### src/rtl/nap_countdown_timer_if.sv
// Command and display bundle between a keypad/controller and nap_countdown_timer.
// Strobes (load, start_stop, clear) are one-cycle pulses with no backpressure; outputs are always valid.
interface nap_countdown_timer_if;
    logic [3:0] ten_in;
    logic [3:0] one_in;
    logic       load;
    logic       start_stop;
    logic       clear;
    logic [3:0] min_ten;
    logic [3:0] min_one;
    logic [3:0] sec_ten;
    logic [3:0] sec_one;
    logic       running;
    logic       done;
    logic       done_pulse;
    logic [2:0] state_dbg;

    modport master (
        output ten_in, one_in, load, start_stop, clear,
        input  min_ten, min_one, sec_ten, sec_one, running, done, done_pulse, state_dbg
    );

    modport slave (
        input  ten_in, one_in, load, start_stop, clear,
        output min_ten, min_one, sec_ten, sec_one, running, done, done_pulse, state_dbg
    );
endinterface

### src/rtl/nap_countdown_timer.sv
// MM:SS countdown timer loaded from two BCD minute digits, ticking once per TICK_DIV clocks.
// Raises a level done flag and a one-cycle done_pulse when the count reaches 00:00.
module nap_countdown_timer #(
    parameter int TICK_DIV = 50000000
) (
    input  logic CLK,
    input  logic RST,
    nap_countdown_timer_if.slave bus
);
    localparam int PW = $clog2(TICK_DIV);
    localparam logic [PW-1:0] PRESC_LAST = PW'(TICK_DIV - 1);

    typedef enum logic [2:0] {
        IDLE   = 3'd0,
        LOADED = 3'd1,
        RUN    = 3'd2,
        PAUSE  = 3'd3,
        DONE   = 3'd4
    } state_t;

    state_t        state_q, state_n;
    logic [3:0]    mt_q, mo_q, st_q, so_q;
    logic [3:0]    mt_n, mo_n, st_n, so_n;
    logic [PW-1:0] presc_q, presc_n;
    logic          done_q, done_n;
    logic          pulse_q, pulse_n;

    function automatic logic [3:0] clamp9(input logic [3:0] d);
        return (d > 4'd9) ? 4'd9 : d;
    endfunction

    always_ff @(posedge CLK) begin
        if (RST) begin
            state_q <= IDLE;
            mt_q    <= 4'd0;
            mo_q    <= 4'd0;
            st_q    <= 4'd0;
            so_q    <= 4'd0;
            presc_q <= '0;
            done_q  <= 1'b0;
            pulse_q <= 1'b0;
        end else begin
            state_q <= state_n;
            mt_q    <= mt_n;
            mo_q    <= mo_n;
            st_q    <= st_n;
            so_q    <= so_n;
            presc_q <= presc_n;
            done_q  <= done_n;
            pulse_q <= pulse_n;
        end
    end

    always_comb begin
        state_n = state_q;
        mt_n    = mt_q;
        mo_n    = mo_q;
        st_n    = st_q;
        so_n    = so_q;
        presc_n = presc_q;
        done_n  = done_q;
        pulse_n = 1'b0;

        if (bus.clear) begin
            state_n = IDLE;
            mt_n    = 4'd0;
            mo_n    = 4'd0;
            st_n    = 4'd0;
            so_n    = 4'd0;
            presc_n = '0;
            done_n  = 1'b0;
        end else if (bus.load) begin
            state_n = LOADED;
            mt_n    = clamp9(bus.ten_in);
            mo_n    = clamp9(bus.one_in);
            st_n    = 4'd0;
            so_n    = 4'd0;
            presc_n = '0;
            done_n  = 1'b0;
        end else if (bus.start_stop) begin
            // A start_stop coinciding with a tick wins: the prescaler simply holds.
            case (state_q)
                LOADED:  if ({mt_q, mo_q, st_q, so_q} != 16'h0000) state_n = RUN;
                RUN:     state_n = PAUSE;
                PAUSE:   state_n = RUN;
                default: state_n = state_q;
            endcase
        end else if (state_q == RUN) begin
            if (presc_q == PRESC_LAST) begin
                presc_n = '0;
                if ({mt_q, mo_q, st_q, so_q} != 16'h0000) begin
                    if (so_q != 4'd0) begin
                        so_n = so_q - 4'd1;
                    end else begin
                        so_n = 4'd9;
                        if (st_q != 4'd0) begin
                            st_n = st_q - 4'd1;
                        end else begin
                            st_n = 4'd5;
                            if (mo_q != 4'd0) begin
                                mo_n = mo_q - 4'd1;
                            end else begin
                                mo_n = 4'd9;
                                mt_n = mt_q - 4'd1;
                            end
                        end
                    end
                end
                if ({mt_n, mo_n, st_n, so_n} == 16'h0000) begin
                    state_n = DONE;
                    done_n  = 1'b1;
                    pulse_n = 1'b1;
                end
            end else begin
                presc_n = presc_q + 1'b1;
            end
        end
    end

    assign bus.min_ten    = mt_q;
    assign bus.min_one    = mo_q;
    assign bus.sec_ten    = st_q;
    assign bus.sec_one    = so_q;
    assign bus.running    = (state_q == RUN);
    assign bus.done       = done_q;
    assign bus.done_pulse = pulse_q;
    assign bus.state_dbg  = state_q;
endmodule
### src/flat_wrapper.sv
// flat-port wrapper written by rule: the top's interface ports become plain ports
module nap_countdown_timer_flat 
#(
    parameter int TICK_DIV = 50000000
)
  (CLK, RST, bus_ten_in, bus_one_in, bus_load, bus_start_stop, bus_clear, bus_min_ten, bus_min_one, bus_sec_ten, bus_sec_one, bus_running, bus_done, bus_done_pulse, bus_state_dbg);
  nap_countdown_timer_if bus_i ();
  input  logic CLK;
  input  logic RST;
  input wire logic [$bits(bus_i.ten_in)-1:0] bus_ten_in;
  input wire logic [$bits(bus_i.one_in)-1:0] bus_one_in;
  input wire logic [$bits(bus_i.load)-1:0] bus_load;
  input wire logic [$bits(bus_i.start_stop)-1:0] bus_start_stop;
  input wire logic [$bits(bus_i.clear)-1:0] bus_clear;
  output wire logic [$bits(bus_i.min_ten)-1:0] bus_min_ten;
  output wire logic [$bits(bus_i.min_one)-1:0] bus_min_one;
  output wire logic [$bits(bus_i.sec_ten)-1:0] bus_sec_ten;
  output wire logic [$bits(bus_i.sec_one)-1:0] bus_sec_one;
  output wire logic [$bits(bus_i.running)-1:0] bus_running;
  output wire logic [$bits(bus_i.done)-1:0] bus_done;
  output wire logic [$bits(bus_i.done_pulse)-1:0] bus_done_pulse;
  output wire logic [$bits(bus_i.state_dbg)-1:0] bus_state_dbg;
  assign bus_i.ten_in = bus_ten_in;
  assign bus_i.one_in = bus_one_in;
  assign bus_i.load = bus_load;
  assign bus_i.start_stop = bus_start_stop;
  assign bus_i.clear = bus_clear;
  assign bus_min_ten = bus_i.min_ten;
  assign bus_min_one = bus_i.min_one;
  assign bus_sec_ten = bus_i.sec_ten;
  assign bus_sec_one = bus_i.sec_one;
  assign bus_running = bus_i.running;
  assign bus_done = bus_i.done;
  assign bus_done_pulse = bus_i.done_pulse;
  assign bus_state_dbg = bus_i.state_dbg;
  nap_countdown_timer #(.TICK_DIV(TICK_DIV)) u_core (.CLK(CLK), .RST(RST), .bus(bus_i));
endmodule
### config.mk
export PLATFORM = sky130hd
export DESIGN_NAME = nap_countdown_timer_flat
export DESIGN_NICKNAME = d
export VERILOG_FILES = /design/src/rtl/nap_countdown_timer_if.sv /design/src/rtl/nap_countdown_timer.sv /design/src/flat_wrapper.sv
export SDC_FILE = /design/constraint.sdc
export NUM_CORES = 1
export LEC_CHECK = 0
export ABC_AREA = 1
export ABC_CLOCK_PERIOD_IN_PS = 5250
export CAP_MARGIN = 15
export CORE_ASPECT_RATIO = 0.8
export CORE_MARGIN = 4
export CORE_UTILIZATION = 25
export DETAILED_ROUTE_END_ITERATION = 6
export DONT_BUFFER_PORTS = 1
export PLACE_DENSITY = 0.42
export SLEW_MARGIN = 10
export SYNTH_ARGS = -nofsm -noshare
export SYNTH_HDL_FRONTEND = slang
export SYNTH_SLANG_ARGS = --single-unit
export TNS_END_PERCENT = 1
### constraint.sdc
create_clock -name CLK -period 5.25 [get_ports CLK]
set_clock_uncertainty 0.05 [all_clocks]
set_input_delay 1.05 -clock CLK [delete_from_list [all_inputs] [get_ports CLK]]
set_output_delay 1.05 -clock CLK [all_outputs]
set_load 0.05 [all_outputs]
==> impl_metrics.tcl <==
set metrics [dict create \
    outcome "completed" \
    gr-total-overflow 0 \
    power_density_nw_per_um2 247 \
    synth-edff-count 0 \
    vias 2744 \
    finalPower_mw 0.805 \
    slew_headroom 0.472 \
    cts.sinks 47 \
    hold_viol 0 \
    period_share 0.550 \
    area_growth_pct 11.1 \
    dr.pass1.iters 5 \
    post_cts_resized 0 \
    io_buffer_count 0 \
    drc 0 \
    finalNetCount 439 \
    cts-root-buf "clkbuf_16" \
    synth.avg_cell_area_um2 6.97 \
    finalMaxSlewViolations 0 \
    antenna_found_initial 0 \
    end_kind "flop" \
    setup-violations-final 0 \
    slowest_stage "nor2_1" \
    viasPerCell 4.81 \
    tritoncts "yes" \
    hpwlAfterDp_um 6500 \
    grt_pass1_vias 2574 \
    start_kind "primary input" \
    synth_ff_type "dfxtp_1" \
    placed_area_um2 3090 \
    async_flop_share 0 \
    grt.total_usage 0.127 \
    clockBufferDepth 2 \
    arrival_ns 3.06 \
    period_minus_slack_ns 2.89 \
    dieHeight_um 105 \
    ys_ff_latch 47 \
    drive_gt1_frac 0.0946 \
    cp.required_ns 5.43 \
    core_um2 11500 \
    ios 35 \
    final_common_cell "nand2_1" \
    routabilityCongestion 0.860 \
    die_x_um 129 \
    initial_core_util 0.255 \
    grt_setup_unrepaired "false" \
    fin_tns_setup_ns 0 \
    maxCapViolations 0 \
    critical_path.max_fanout 17 \
    drt_wl_total_um 8210 \
    hold_ws_ns 0.460 \
    max_stage_delay_ns 0.65 \
    syn-num-nets 436 \
    numCtsBuffers 5 \
    hold_buffers 0 \
    yosysWarnings 0 \
    ir_drop_mv 0.111 \
    final_cell_area_um2 3250 \
    cp_top_family "simple AND/OR/NAND/NOR gates" \
    hp-start "u_core.presc_q[22]" \
    path_class "primary input to flop" \
    syn_inst 420 \
    hp-class "flop to flop" \
    grt_max_degree 18 \
    grt_pass1_wl_um 13800 \
    synth_cell_types 48 \
    design.die.area_um2 13500 \
    p_leak_nw 1.20 \
    crit_start "bus_clear" \
    drt_iter0_drc 214 \
    core.rowCount 35 \
    clk_pin_slew_ns 0.07 \
    r2r-start "u_core.bus.min_ten[0]" \
    postCtsSetupBuffers 0 \
    worst-slew-pin-transition_ns 0.789 \
    fmax_mhz 346 \
    crit_chain "nor2_1 > inv_1 > nor2_1 > nand2_2 > inv_1 > o21ai_0 > a21oi_1" \
    final_cell_mix "70 x nand2_1, 52 x inv_1, 52 x nor2_1" \
    setup_slack_ns 2.36 \
    crit_buf_inv 2 \
    diodes 0 \
    clkLatencyLatePin_ns 0.29 \
    wl_per_cell_um 14.4 \
    ys_seq_area_frac 0.321 \
    drtAntennaViolNets 0 \
    htree_num_levels 2 \
    place_ws_ns 2.07 \
    netlist_area_um2 2930 \
]
## layout make-up
| class | instances | area (um2) |
|---|---|---|
| clock buffers | 6 | 129 |
| clock inverters | 1 | 30.0 |
| fillers | 1281 | 8220 |
| inverters | 58 | 223 |
| multi-input cells | 311 | 1740 |
| flip-flops and latches | 47 | 941 |
| well taps | 148 | 185 |
## power breakdown
group | internal, mW | switching, mW | total [mW]
sequential | 0.359 | 0.0138 | 0.373
combinational | 0.0219 | 0.0471 | 0.0690
clock | 0.223 | 0.140 | 0.363
## stage by stage
step / util / instances
floorplan: - / 420
global placement: 0.270 / 564
detailed placement: 0.270 / 564
CTS: 0.283 / 571
global route: 0.283 / 571
finish: 0.283 / 571
## synthesized netlist by cell type, types with 3 or more instances
cell,n,area share
nand2_1,70,0.090
inv_1,52,0.067
nor2_1,52,0.067
dfxtp_1,47,0.32
a21oi_1,33,0.056
o21ai_0,32,0.055
nand3_1,22,0.038
nor3_1,20,0.034
nand4_1,13,0.028
xor2_1,7,0.021
nor2_2,5,0.011
nor2_4,5,0.019
a211oi_1,4,0.010
nand2_4,4,0.015
a31oi_1,3,0.0064
ha_1,3,0.013
inv_2,3,0.0038
nand3_2,3,0.010
nor2_8,3,0.021
nor3b_1,3,0.0077
xnor2_1,3,0.0090
## layer usage
metal,up-vias,global-route usage,wire length (um)
li1,1418,-,-
met1,1258,0.193,4380
met2,58,0.174,3220
met3,10,0.0383,521
met4,0,0.0292,89
met5,-,0,0
## cell families (layout without fill, tap and decap cells)
kind of cell	Yosys count	after routing	share of synthesized area
DFF	47	47	0.321
and+or+nand+nor	215	215	0.397
xor gates and xnor gates	10	10	0.0299
buffers and inverters	62	65	0.0829
adders and majority gates	3	3	0.0128
AOI/OAI and AO/OA	83	83	0.156
## registers in the layout, indices dropped and copies added (netlist names)
| signal | flops |
|---|---|
| u_core.presc_q | 26 |
| u_core.bus.state_dbg | 3 |
| u_core.bus.min_ten | 4 |
| u_core.bus.sec_one | 4 |
| u_core.bus.done_pulse | 1 |
| u_core.bus.done | 1 |
| u_core.bus.min_one | 4 |
| u_core.bus.sec_ten | 4 |
## final timing paths
check	slack, ns	endpoint	depth (start not counted)
worst max-delay path	2.36	u_core.presc_q[18]	7
worst min-delay path	0.46	u_core.presc_q[22]	2
worst max register to register	2.66	u_core.bus.state_dbg[1]	12
worst min register to register	0.46	u_core.presc_q[22]	2
## tightest hold or removal path, delay by kind of cell (launching register included)
kind | cells | cell delay [ns]
compound gates | 1 | 0.06
simple gates | 1 | 0.07
flops | 1 | 0.34
(Power assumes the default switching activity.)
